<file path="config.mk">
export PLATFORM = sky130hd
export DESIGN_NAME = regfile_wr_arb_flat
export DESIGN_NICKNAME = d
export VERILOG_FILES = /design/src/rtl/regfile_pkg.sv /design/src/rtl/regfile_wr_arb_if.sv /design/src/rtl/regfile_wr_fifo.sv /design/src/rtl/regfile_wr_arb.sv /design/src/flat_wrapper.sv
export SDC_FILE = /design/constraint.sdc
export NUM_CORES = 1
export LEC_CHECK = 0
export BUFFER_PORTS_ARGS = -buffer_cell sky130_fd_sc_hd__clkbuf_2
export CAP_MARGIN = 20
export CORE_ASPECT_RATIO = 1.75
export CORE_MARGIN = 1.5
export CORE_UTILIZATION = 45
export CTS_BUF_LIST = sky130_fd_sc_hd__clkbuf_2
export CTS_CLUSTER_DIAMETER = 150
export DETAILED_ROUTE_END_ITERATION = 8
export PLACE_DENSITY = 0.78
export SLEW_MARGIN = 10
export SYNTH_ARGS = -nofsm -noshare
export SYNTH_HDL_FRONTEND = slang
export SYNTH_SLANG_ARGS = --single-unit
</file>
<file path="constraint.sdc">
create_clock -name clk -period 3.31 [get_ports clk]
set_clock_uncertainty 0.2 [all_clocks]
set_input_delay 0.993 -clock clk [delete_from_list [all_inputs] [get_ports clk]]
set_output_delay 0.993 -clock clk [all_outputs]
set_load 0.05 [all_outputs]
</file>
<file path="src/rtl/regfile_pkg.sv">
// Shared types and constants for the register-file write arbiter.
// Holds the arbiter FSM state encoding, the write-request record carried
// through the pending buffer, and a small helper that screens out $zero.
package regfile_pkg;

  localparam int REG_ADDR_W = 5;
  localparam int DATA_W     = 32;

  typedef enum logic [1:0] {
    IDLE  = 2'd0,
    PEND  = 2'd1,
    FORCE = 2'd2
  } arb_state_e;

  typedef struct packed {
    logic [REG_ADDR_W-1:0] addr;
    logic [DATA_W-1:0]     data;
  } wr_req_t;

  // Register 0 is hard-wired to zero, so a request aimed at it is consumed
  // without producing a write strobe.
  function automatic logic reg_writable(input logic [REG_ADDR_W-1:0] addr);
    return (addr != {REG_ADDR_W{1'b0}});
  endfunction

endpackage

</file>
<file path="src/rtl/regfile_wr_arb_if.sv">
// Bundle of the writeback, multi-cycle-unit and register-file write signals
// seen by the write arbiter. The "master" side is the surrounding pipeline
// (producers and register file); the "slave" side is the arbiter itself.
interface regfile_wr_arb_if;
  import regfile_pkg::*;

  logic                  wb_valid;
  logic [REG_ADDR_W-1:0] wb_reg;
  logic [DATA_W-1:0]     wb_data;
  logic                  wb_stall;

  logic                  mc_valid;
  logic [REG_ADDR_W-1:0] mc_reg;
  logic [DATA_W-1:0]     mc_data;
  logic                  mc_ready;

  logic                  rf_we;
  logic [REG_ADDR_W-1:0] rf_reg;
  logic [DATA_W-1:0]     rf_din;
  logic                  busy;

  modport master (
    output wb_valid, wb_reg, wb_data,
    input  wb_stall,
    output mc_valid, mc_reg, mc_data,
    input  mc_ready,
    input  rf_we, rf_reg, rf_din, busy
  );

  modport slave (
    input  wb_valid, wb_reg, wb_data,
    output wb_stall,
    input  mc_valid, mc_reg, mc_data,
    output mc_ready,
    output rf_we, rf_reg, rf_din, busy
  );

endinterface

</file>
<file path="src/rtl/regfile_wr_fifo.sv">
// Pending buffer for multi-cycle-unit register writes.
// Circular buffer of DEPTH entries (power of two) with an occupancy counter.
// Push is ignored when full and pop is ignored when empty; a simultaneous
// push and pop leaves the occupancy unchanged. The head entry is presented
// combinationally from storage.
module regfile_wr_fifo
  import regfile_pkg::*;
#(
  parameter  int DEPTH = 2,
  localparam int PTR_W = $clog2(DEPTH),
  localparam int CNT_W = $clog2(DEPTH + 1)
) (
  input  logic             clk,
  input  logic             rst_n,
  input  logic             push,
  input  wr_req_t          push_req,
  input  logic             pop,
  output wr_req_t          head,
  output logic             full,
  output logic             empty,
  output logic [CNT_W-1:0] count
);

  wr_req_t          mem_r [DEPTH];
  logic [PTR_W-1:0] wr_ptr_r;
  logic [PTR_W-1:0] rd_ptr_r;
  logic [CNT_W-1:0] count_r;
  logic [CNT_W-1:0] count_nxt_s;
  logic             full_s;
  logic             empty_s;
  logic             push_ok_s;
  logic             pop_ok_s;

  assign full_s    = (count_r == CNT_W'(DEPTH));
  assign empty_s   = (count_r == {CNT_W{1'b0}});
  assign push_ok_s = push & ~full_s;
  assign pop_ok_s  = pop & ~empty_s;

  // Next occupancy from the accepted push/pop pair.
  always_comb begin
    count_nxt_s = count_r;
    case ({push_ok_s, pop_ok_s})
      2'b10:   count_nxt_s = count_r + CNT_W'(1);
      2'b01:   count_nxt_s = count_r - CNT_W'(1);
      default: count_nxt_s = count_r;
    endcase
  end

  // Entry storage; contents are don't-care until the pointers cover them.
  always_ff @(posedge clk) begin
    if (push_ok_s) begin
      mem_r[wr_ptr_r] <= push_req;
    end
  end

  // Pointers and occupancy; pointers wrap naturally since DEPTH is 2**PTR_W.
  always_ff @(posedge clk or negedge rst_n) begin
    if (!rst_n) begin
      wr_ptr_r <= {PTR_W{1'b0}};
      rd_ptr_r <= {PTR_W{1'b0}};
      count_r  <= {CNT_W{1'b0}};
    end else begin
      if (push_ok_s) begin
        wr_ptr_r <= wr_ptr_r + PTR_W'(1);
      end
      if (pop_ok_s) begin
        rd_ptr_r <= rd_ptr_r + PTR_W'(1);
      end
      count_r <= count_nxt_s;
    end
  end

  assign head  = mem_r[rd_ptr_r];
  assign full  = full_s;
  assign empty = empty_s;
  assign count = count_r;

endmodule

</file>
<file path="src/rtl/regfile_wr_arb.sv">
// Register-file write-port arbiter.
// Merges the pipeline writeback stream with buffered multi-cycle-unit
// results onto a single registered register-file write port. Writeback has
// fixed priority; buffered entries drain whenever writeback is idle.
// Optional feature macro REGFILE_ARB_STARVE_EN: adds a starvation counter
// that, after STARVE_LIMIT consecutive lost cycles, stalls writeback for one
// cycle (FORCE state) so the buffer head is written. Without the macro the
// stall output is tied low and buffered entries wait for a writeback gap.
module regfile_wr_arb
  import regfile_pkg::*;
#(
  parameter int FIFO_DEPTH   = 2,
  parameter int STARVE_LIMIT = 4
) (
  input logic              clk,
  input logic              rst_n,
  regfile_wr_arb_if.slave  bus
);

  localparam int CNT_W = $clog2(FIFO_DEPTH + 1);

  if ((FIFO_DEPTH < 2) || (FIFO_DEPTH > 8) ||
      ((FIFO_DEPTH & (FIFO_DEPTH - 1)) != 0) || (STARVE_LIMIT < 1)) begin : g_bad_cfg
    $error("regfile_wr_arb: FIFO_DEPTH must be a power of two in 2..8 and STARVE_LIMIT >= 1");
  end

  arb_state_e            state_r;
  arb_state_e            state_nxt_s;
  wr_req_t               mc_req_s;
  wr_req_t               head_s;
  wr_req_t               grant_req_s;
  logic                  push_s;
  logic                  pop_s;
  logic                  grant_s;
  logic                  full_s;
  logic                  empty_s;
  logic [CNT_W-1:0]      count_s;
  logic                  last_pop_s;
  logic                  wb_stall_s;
  logic                  starve_hit_s;
  logic                  rf_we_r;
  logic [REG_ADDR_W-1:0] rf_reg_r;
  logic [DATA_W-1:0]     rf_din_r;

  // Acceptance depends on current occupancy only: a pop in the same cycle
  // does not free a slot for a push when the buffer is full.
  assign push_s        = bus.mc_valid & ~full_s;
  assign mc_req_s.addr = bus.mc_reg;
  assign mc_req_s.data = bus.mc_data;

  // The buffer drains to empty when its only entry leaves and nothing arrives.
  assign last_pop_s = pop_s & ~push_s & (count_s == CNT_W'(1));

  regfile_wr_fifo #(
    .DEPTH (FIFO_DEPTH)
  ) u_fifo (
    .clk      (clk),
    .rst_n    (rst_n),
    .push     (push_s),
    .push_req (mc_req_s),
    .pop      (pop_s),
    .head     (head_s),
    .full     (full_s),
    .empty    (empty_s),
    .count    (count_s)
  );

  // Fixed-priority grant: unstalled writeback, else buffer head, else nothing.
  always_comb begin
    pop_s            = 1'b0;
    grant_s          = 1'b0;
    grant_req_s.addr = {REG_ADDR_W{1'b0}};
    grant_req_s.data = {DATA_W{1'b0}};
    if (bus.wb_valid && !wb_stall_s) begin
      grant_s          = 1'b1;
      grant_req_s.addr = bus.wb_reg;
      grant_req_s.data = bus.wb_data;
    end else if (!empty_s) begin
      pop_s       = 1'b1;
      grant_s     = 1'b1;
      grant_req_s = head_s;
    end else begin
      grant_s = 1'b0;
    end
  end

`ifdef REGFILE_ARB_STARVE_EN
  localparam int               STARVE_W = $clog2(STARVE_LIMIT + 1);
  localparam logic [STARVE_W-1:0] LIMIT_C = STARVE_W'(STARVE_LIMIT);

  logic [STARVE_W-1:0] starve_r;
  logic [STARVE_W-1:0] starve_nxt_s;
  logic                starve_inc_s;
  logic                wb_stall_r;

  // A lost cycle is a PEND cycle in which the head was not popped.
  assign starve_inc_s = (state_r == PEND) & ~pop_s;

  // Saturating count of consecutive lost cycles; any pop restarts it.
  always_comb begin
    starve_nxt_s = starve_r;
    if (pop_s) begin
      starve_nxt_s = {STARVE_W{1'b0}};
    end else if (starve_inc_s && (starve_r != LIMIT_C)) begin
      starve_nxt_s = starve_r + STARVE_W'(1);
    end else begin
      starve_nxt_s = starve_r;
    end
  end

  assign starve_hit_s = starve_inc_s & (starve_nxt_s == LIMIT_C);

  // Starvation counter and the registered writeback stall that marks FORCE.
  always_ff @(posedge clk or negedge rst_n) begin
    if (!rst_n) begin
      starve_r   <= {STARVE_W{1'b0}};
      wb_stall_r <= 1'b0;
    end else begin
      starve_r   <= starve_nxt_s;
      wb_stall_r <= (state_nxt_s == FORCE);
    end
  end

  assign wb_stall_s = wb_stall_r;
`else
  assign starve_hit_s = 1'b0;
  assign wb_stall_s   = 1'b0;
`endif

  // FSM next state: IDLE/PEND track buffer occupancy, FORCE lasts one cycle.
  always_comb begin
    state_nxt_s = state_r;
    case (state_r)
      IDLE: begin
        if (push_s) begin
          state_nxt_s = PEND;
        end else begin
          state_nxt_s = IDLE;
        end
      end
      PEND: begin
        if (last_pop_s) begin
          state_nxt_s = IDLE;
        end else if (starve_hit_s) begin
          state_nxt_s = FORCE;
        end else begin
          state_nxt_s = PEND;
        end
      end
      FORCE: begin
        if (last_pop_s) begin
          state_nxt_s = IDLE;
        end else begin
          state_nxt_s = PEND;
        end
      end
      default: state_nxt_s = IDLE;
    endcase
  end

  // FSM state register.
  always_ff @(posedge clk or negedge rst_n) begin
    if (!rst_n) begin
      state_r <= IDLE;
    end else begin
      state_r <= state_nxt_s;
    end
  end

  // Registered write port; a granted $zero request clears the strobe.
  always_ff @(posedge clk or negedge rst_n) begin
    if (!rst_n) begin
      rf_we_r  <= 1'b0;
      rf_reg_r <= {REG_ADDR_W{1'b0}};
      rf_din_r <= {DATA_W{1'b0}};
    end else if (grant_s) begin
      rf_we_r  <= reg_writable(grant_req_s.addr);
      rf_reg_r <= grant_req_s.addr;
      rf_din_r <= grant_req_s.data;
    end else begin
      rf_we_r  <= 1'b0;
    end
  end

  assign bus.wb_stall = wb_stall_s;
  assign bus.mc_ready = ~full_s;
  assign bus.rf_we    = rf_we_r;
  assign bus.rf_reg   = rf_reg_r;
  assign bus.rf_din   = rf_din_r;
  assign bus.busy     = (count_s != {CNT_W{1'b0}}) | rf_we_r;

endmodule

</file>
<file path="src/flat_wrapper.sv">
// flat-port wrapper written by rule: the top's interface ports become plain ports
module regfile_wr_arb_flat import regfile_pkg::*;
#(
  parameter int FIFO_DEPTH   = 2,
  parameter int STARVE_LIMIT = 4
)
  (clk, rst_n, bus_wb_valid, bus_wb_reg, bus_wb_data, bus_wb_stall, bus_mc_valid, bus_mc_reg, bus_mc_data, bus_mc_ready, bus_rf_we, bus_rf_reg, bus_rf_din, bus_busy);
  regfile_wr_arb_if bus_i ();
  input logic clk;
  input logic rst_n;
  input wire logic [$bits(bus_i.wb_valid)-1:0] bus_wb_valid;
  input wire logic [$bits(bus_i.wb_reg)-1:0] bus_wb_reg;
  input wire logic [$bits(bus_i.wb_data)-1:0] bus_wb_data;
  output wire logic [$bits(bus_i.wb_stall)-1:0] bus_wb_stall;
  input wire logic [$bits(bus_i.mc_valid)-1:0] bus_mc_valid;
  input wire logic [$bits(bus_i.mc_reg)-1:0] bus_mc_reg;
  input wire logic [$bits(bus_i.mc_data)-1:0] bus_mc_data;
  output wire logic [$bits(bus_i.mc_ready)-1:0] bus_mc_ready;
  output wire logic [$bits(bus_i.rf_we)-1:0] bus_rf_we;
  output wire logic [$bits(bus_i.rf_reg)-1:0] bus_rf_reg;
  output wire logic [$bits(bus_i.rf_din)-1:0] bus_rf_din;
  output wire logic [$bits(bus_i.busy)-1:0] bus_busy;
  assign bus_i.wb_valid = bus_wb_valid;
  assign bus_i.wb_reg = bus_wb_reg;
  assign bus_i.wb_data = bus_wb_data;
  assign bus_wb_stall = bus_i.wb_stall;
  assign bus_i.mc_valid = bus_mc_valid;
  assign bus_i.mc_reg = bus_mc_reg;
  assign bus_i.mc_data = bus_mc_data;
  assign bus_mc_ready = bus_i.mc_ready;
  assign bus_rf_we = bus_i.rf_we;
  assign bus_rf_reg = bus_i.rf_reg;
  assign bus_rf_din = bus_i.rf_din;
  assign bus_busy = bus_i.busy;
  regfile_wr_arb #(.FIFO_DEPTH(FIFO_DEPTH), .STARVE_LIMIT(STARVE_LIMIT)) u_core (.clk(clk), .rst_n(rst_n), .bus(bus_i));
endmodule
</file>
==> out/qor.csv, run 1 <==
metric;value;unit
Synth Area per Inst;15.33;sq um
vias in the first global route;2902;
Initial Utilization;46.60;%
period utilization;89.44;%
HPWL Detailed;6529;microns
CP Data Arrival Time;1.77;ns
footprint of the multi-input gates;1281;sq um
sequential share of the synthesized area;70.46;%
Vias;2800;
CTS tree;yes;
Switch Pwr;1847;uW
First DRT Iteration DRCs;172;
Comb power frac;38.2;%
min Tclk post-route;2.960;ns
status;completed;
Die Wd;79.81;microns
Post-Synthesis Cells;303;
Slew Viols, Final;0;
worst-margin pin slew;0.8236;ns
Yosys top cell area share;47.83;%
setup TNS;0;ns
# setup viols final;0;
Setup Buffers After CTS;0;
power per standard cell area;852.8;nW/um^2
max reg flops;74;
top post-synthesis cells by count;edfxtp_1 (74), dfrtp_1 (42), nand2_1 (38);
Clk Latency, worst-skew pair;0.64;ns
number of synthesized flops with an enable pin;74;
Vias/cell;4.930;
post-DR wirelength/cell;16.28;microns
Mapped Area;4646;sq um
first-pass GRT wire length;14150;microns
root buf cell;clkbuf_2;
Design Power;4729;uW
Post-synth ARST share;36.21;%
Area contributors post-synth;edfxtp_1 (48%), dfrtp_1 (23%), mux2_2 (9.0%);
FILL cells;877;
PortBufs;117;
largest net degree at the start of global routing;33;
Sequential Power Share;45.9;%
ys flop type;edfxtp_1;
WP data required;2.12;ns
row cnt;48;
most frequent cell after synthesis;edfxtp_1;
sw frac;39.06;%
share of cells above drive strength 1;43.89;%
register area;3274;sq um
YS warnings;0;
initial antenna violation count;1;
syn nets;382;
CP endpoint kind;output pin;
H-tree Lvls;4;
Crit Path Max Fanout;5;
Max rail drop VDD;0.0004025;V
Die Height;137.4;microns
DRT Wirelength;9245;microns
Hold WC Path Type;primary input to async pin;
IO Pins;119;
max_slew headroom;45.09;%
internal power;2882;uW
Worst-path clk slew;0.17;ns
area grow syn2layout;19.36;%
TritonRoute pass-1 iters;4;
antenna-violating nets left;0;
GR Overflow Total;0;
Final WS setup;0.3496;ns
residual DRC count;0;
Setup crit start kind;flip-flop;
Tot GR Track Use;17.98;%
CTS max path bufs;2;
CTS Buf Count;17;
max-cap viol count;0;
placeable core area;9970;sq um
Max Fclk;337.8;MHz
utilization after layout;55.62;%
cell taking the most area after synthesis;edfxtp_1;
Clock Sinks;116;
Place WS;0.8115;ns
Synth Register Bits;116;
hold_buf cts;0;
Post-CTS Resized;0;
type of the worst setup path;flip-flop to output pin;
Pleak;0.002321;uW
Final Hold Vio Count;0;
Clock Power Share;15.9;%
Unique masters post-synth;26;
Final nets;508;
RePlAce Congestion;0.7140;
unrepaired setup endpoints after global routing;false;
Die Area;10970;sq um
[layer usage]
metal / global-route usage [%] / share of wire (%) / routed length (microns)
met1: 19.67 / 38 / 3507
met2: 31.31 / 54 / 5002
met3: 5.563 / 5.3 / 488
met4: 8.621 / 2.7 / 246
met5: 0 / 0 / 0
[through the flow]
stage / instance area (sq um) / hold WS (ns) / instances
after floorplan: 4646 / 0.2608 / 303
after global placement: 5363 / 0.3393 / 535
after detailed placement: 5363 / 0.3454 / 535
after CTS: 5543 / 0.1440 / 567
after global routing: 5545 / 0.1722 / 568
final: 5545 / 0.2047 / 568
[area by class of cell]
| cell class | instances | area share (%) |
|---|---|---|
| Clock buffer | 23 | 2.076 |
| Antenna cell | 1 | 0.04513 |
| Clock inverter | 9 | 1.173 |
| Timing Repair Buffer | 124 | 11.73 |
| Tap cell | 125 | 2.820 |
| Sequential cell | 116 | 59.05 |
| Multi-Input combinational cell | 170 | 23.10 |
[cell usage in the layout, fill, tap and decap left out]
cell type    n
nor2_4       2
o21ai_1     11
dfrtp_1     41
or4b_1       1
or4_1        2
buf_12       1
or3_1        1
and3_2       1
edfxtp_1    74
diode_2      1
nor3_1       2
o21ai_0     27
nand2b_1     1
clkinv_2     4
mux2_2      37
xnor2_1      3
conb_1       1
xor2_1       2
clkbuf_2   140
nor2_1       2
clkinv_1     4
mux2i_1     37
buf_4        6
nand2_1     38
bufinv_16    1
o41ai_2      1
ha_1         1
dfrtp_2      1
[worst paths after layout]
kind	start	end	slack, ns	cells past startpoint
max in group asynchronous	rst_n	u_core.bus.rf_din[7]	1.97	2
max reg2reg	u_core.u_fifo.count[0]	u_core.u_fifo.mem_r[1][9]	1.22	3
min in group clk	bus_mc_data[26]	u_core.u_fifo.mem_r[0][26]	0.32	1
max	u_core.u_fifo.count[0]	bus_busy	0.35	2
min	rst_n	u_core.bus.rf_din[28]	0.20	1
min reg2reg	u_core.bus.rf_din[15]	u_core.bus.rf_din[15]	0.37	2
[critical path: stages, from the launching register on]
cell and delay, ns:
dfrtp_1 0.50, or3_1 0.38, clkbuf_2 0.25
[power by group through the flow]
| stage | logic [uW] | registers, uW | clock network [uW] |
|---|---|---|---|
| finish | 1800 | 2170 | 753 |
| global route | 1930 | 2220 | 846 |
| CTS | 1830 | 2170 | 784 |
| detailed placement | 1830 | 2200 | 0 |
| global placement | 1790 | 2180 | 0 |
| floorplan | 976 | 2610 | 0 |
[cell families (layout without fill, tap and decap cells)]
group,Yosys count,in the layout,share of synthesized area (%)
flops,116,116,70.46
fa+ha+maj,1,1,0.2693
compound gates,39,39,4.444
buf+inv,17,156,2.262
xor+xnor,5,5,0.9428
simple gates,50,50,4.606
mux,74,74,16.94
other cells,1,2,0.08072
Note: power is estimated with default switching activity, not from simulation.
==> run 2: changes to the inputs <==
--- a/config.mk
+++ b/config.mk
@@ -9,11 +9,11 @@
 export CAP_MARGIN = 20
 export CORE_ASPECT_RATIO = 1.75
 export CORE_MARGIN = 1.5
-export CORE_UTILIZATION = 45
+export CORE_UTILIZATION = 50
 export CTS_BUF_LIST = sky130_fd_sc_hd__clkbuf_2
 export CTS_CLUSTER_DIAMETER = 150
 export DETAILED_ROUTE_END_ITERATION = 8
-export PLACE_DENSITY = 0.78
+export PLACE_DENSITY = 0.84
 export SLEW_MARGIN = 10
 export SYNTH_ARGS = -nofsm -noshare
 export SYNTH_HDL_FRONTEND = slang
==> out/qor.csv, run 2 (synthesized netlist as in run 1, its figures left out) <==
metric;value;unit;change
status;completed;;
Pleak;0.002365;uW;+1.9%
internal power;3176;uW;+10%
Clk Latency, worst-skew pair;0.66;ns;+0.02 ns
share of cells above drive strength 1;43.89;%;unchanged
post-DR wirelength/cell;17.51;microns;+7.6%
Initial Utilization;51.41;%;+4.8 points
setup TNS;0;ns;unchanged
Die Area;9902;sq um;-9.7%
CTS Buf Count;17;;unchanged
area grow syn2layout;21.84;%;
Sequential Power Share;43.0;%;-2.9 points
CTS tree;yes;;
power per standard cell area;898.2;nW/um^2;+5.3%
Vias;2894;;+3.4%
WHS;0.3139;ns;+0.1092 ns
most frequent cells in the layout;clkbuf_2 (135), edfxtp_1 (74), dfrtp_1 (41);;
Switch Pwr;1908;uW;+3.3%
CTS max path bufs;2;;unchanged
slowest stage delay, CP;0.48;ns;-0.02 ns
RePlAce Congestion;0.8049;;+13%
PortBufs;117;;unchanged
Setup crit start kind;flip-flop;;
CP Data Arrival Time;1.76;ns;about the same
HPWL Detailed;6579;microns;+0.76%
max-cap viol count;0;;unchanged
max_slew headroom;54.91;%;+9.8 points
row cnt;46;;-4.2%
first-pass GRT wire length;14500;microns;+2.4%
WP data required;2.12;ns;about the same
root buf cell;clkbuf_2;;
Hold WC Path Type;primary input to flip-flop;;
Die Height;130.5;microns;-5.0%
Clock Sinks;116;;unchanged
Max rail drop VDD;0.0004883;V;+21%
antenna-violating nets left;0;;unchanged
CP endpoint kind;output pin;;
register area;3274;sq um;unchanged
TritonRoute pass-1 iters;4;;unchanged
Clock Power Share;20.8;%;+4.9 points
CP max-delay cell;dfrtp_1;;
worst-margin pin slew;0.6763;ns;-0.1473 ns
GR Overflow Total;0;;unchanged
Comb power frac;36.2;%;-2.0 points
residual DRC count;0;;unchanged
max reg flops;74;;unchanged
Crit Path Max Fanout;4;;-1
Final Hold Vio Count;0;;unchanged
footprint of the multi-input gates;1281;sq um;unchanged
largest net degree at the start of global routing;77;;+130%
min Tclk post-route;2.957;ns;-0.003372 ns
sw frac;37.52;%;-1.5 points
Final nets;509;;+0.20%
DRT Wirelength;9856;microns;+6.6%
period utilization;89.33;%;-0.10 points
FILL cells;695;;-21%
Max Fclk;338.2;MHz;+0.11%
CP cell instances;or3_1 -> clkbuf_2;;
First DRT Iteration DRCs;153;;-11%
unrepaired setup endpoints after global routing;false;;
# setup viols final;0;;unchanged
IO Pins;119;;unchanged
Tot GR Track Use;20.97;%;+3.0 points
placeable core area;9036;sq um;-9.4%
type of the worst setup path;flip-flop to output pin;;
Die Wd;75.87;microns;-4.9%
vias in the first global route;2882;;-0.69%
initial antenna violation count;1;;unchanged
Worst-path clk slew;0.17;ns;about the same
most common cell after layout, fill and taps aside;clkbuf_2;;
H-tree Lvls;4;;unchanged
Slew Viols, Final;0;;unchanged
Vias/cell;5.140;;+4.3%
[run 2: changes by cell type in the layout (fill, tap and decap cells not counted)]
cell           change
buf_12             +1
buf_4              -1
bufinv_16          +4
clkbuf_2           -5
clkinv_1           -1
clkinvlp_4         +1
dlygate4sd3_1      +1
[run 2: repair_timing]
item / CTS / global route
endpoints found under the hold margin: 0 / 12
buffers inserted: 0 / 0
hold buffers: 0 / 1
gates resized for setup: 0 / 0
[run 2: final timing paths]
path                       slack (ns)  depth (start not counted)              startpoint                         end
max in group asynchronous        1.84                          3                   rst_n       u_core.bus.rf_din[21]
min in group asynchronous        0.55                          2                   rst_n        u_core.bus.rf_din[3]
hold / removal                   0.31                          1         bus_mc_data[28]  u_core.u_fifo.mem_r[0][28]
setup / recovery                 0.35                          2  u_core.u_fifo.count[1]                    bus_busy
setup reg to reg                 1.18                          4  u_core.u_fifo.count[1]        u_core.bus.rf_din[9]
hold reg to reg                  0.38                          1  u_core.u_fifo.wr_ptr_r      u_core.u_fifo.wr_ptr_r
[run 2: per-layer routing]
layer | vias up | wire length, microns | track usage [%] | part of all wire, %
li1 | 1372 | - | - | -
met3 | 18 | 482 | 6.058 | 4.9
met2 | 109 | 5478 | 35.45 | 56
met4 | 0 | 283 | 10.08 | 2.9
met5 | - | 0 | 0 | 0
met1 | 1395 | 3612 | 23.75 | 37
[run 2: critical path, delay by kind of cell, from the launching register on]
family / cells / cell delay, ns
flops: 1 / 0.48
simple gates: 1 / 0.39
buf+inv: 1 / 0.24
[run 2: area by class of cell]
type                            count  share of cell area [%]
Antenna cell                        1                 0.04421
Clock buffer                       18                   1.592
Clock inverter                     13                   3.338
Multi-Input combinational cell    170                   22.63
Sequential cell                   116                   57.85
Tap cell                          120                   2.653
Timing Repair Buffer              125                   11.89
[run 2: through the flow]
step           power, uW  util, %  cells  cell area (sq um)  worst slack (ns)
2_1_floorplan       3590        -    303               4646         0.0002915
6_report            5084    62.64    563               5660            0.3530
3_5_place_dp        4047    59.19    529               5349            0.8706
4_1_cts             5120    62.28    560               5628            0.2880
3_3_place_gp        3982    59.19    529               5349            0.8892
5_1_grt             5328    62.64    563               5660            0.2391
[run 2: power by group through the flow]
stage | sequential, uW | clock [uW] | combinational (uW)
3_5_place_dp | 2210 | 0 | 1840
3_3_place_gp | 2180 | 0 | 1800
6_report | 2180 | 1060 | 1840
4_1_cts | 2180 | 1080 | 1850
2_1_floorplan | 2610 | 0 | 976
5_1_grt | 2230 | 1140 | 1960
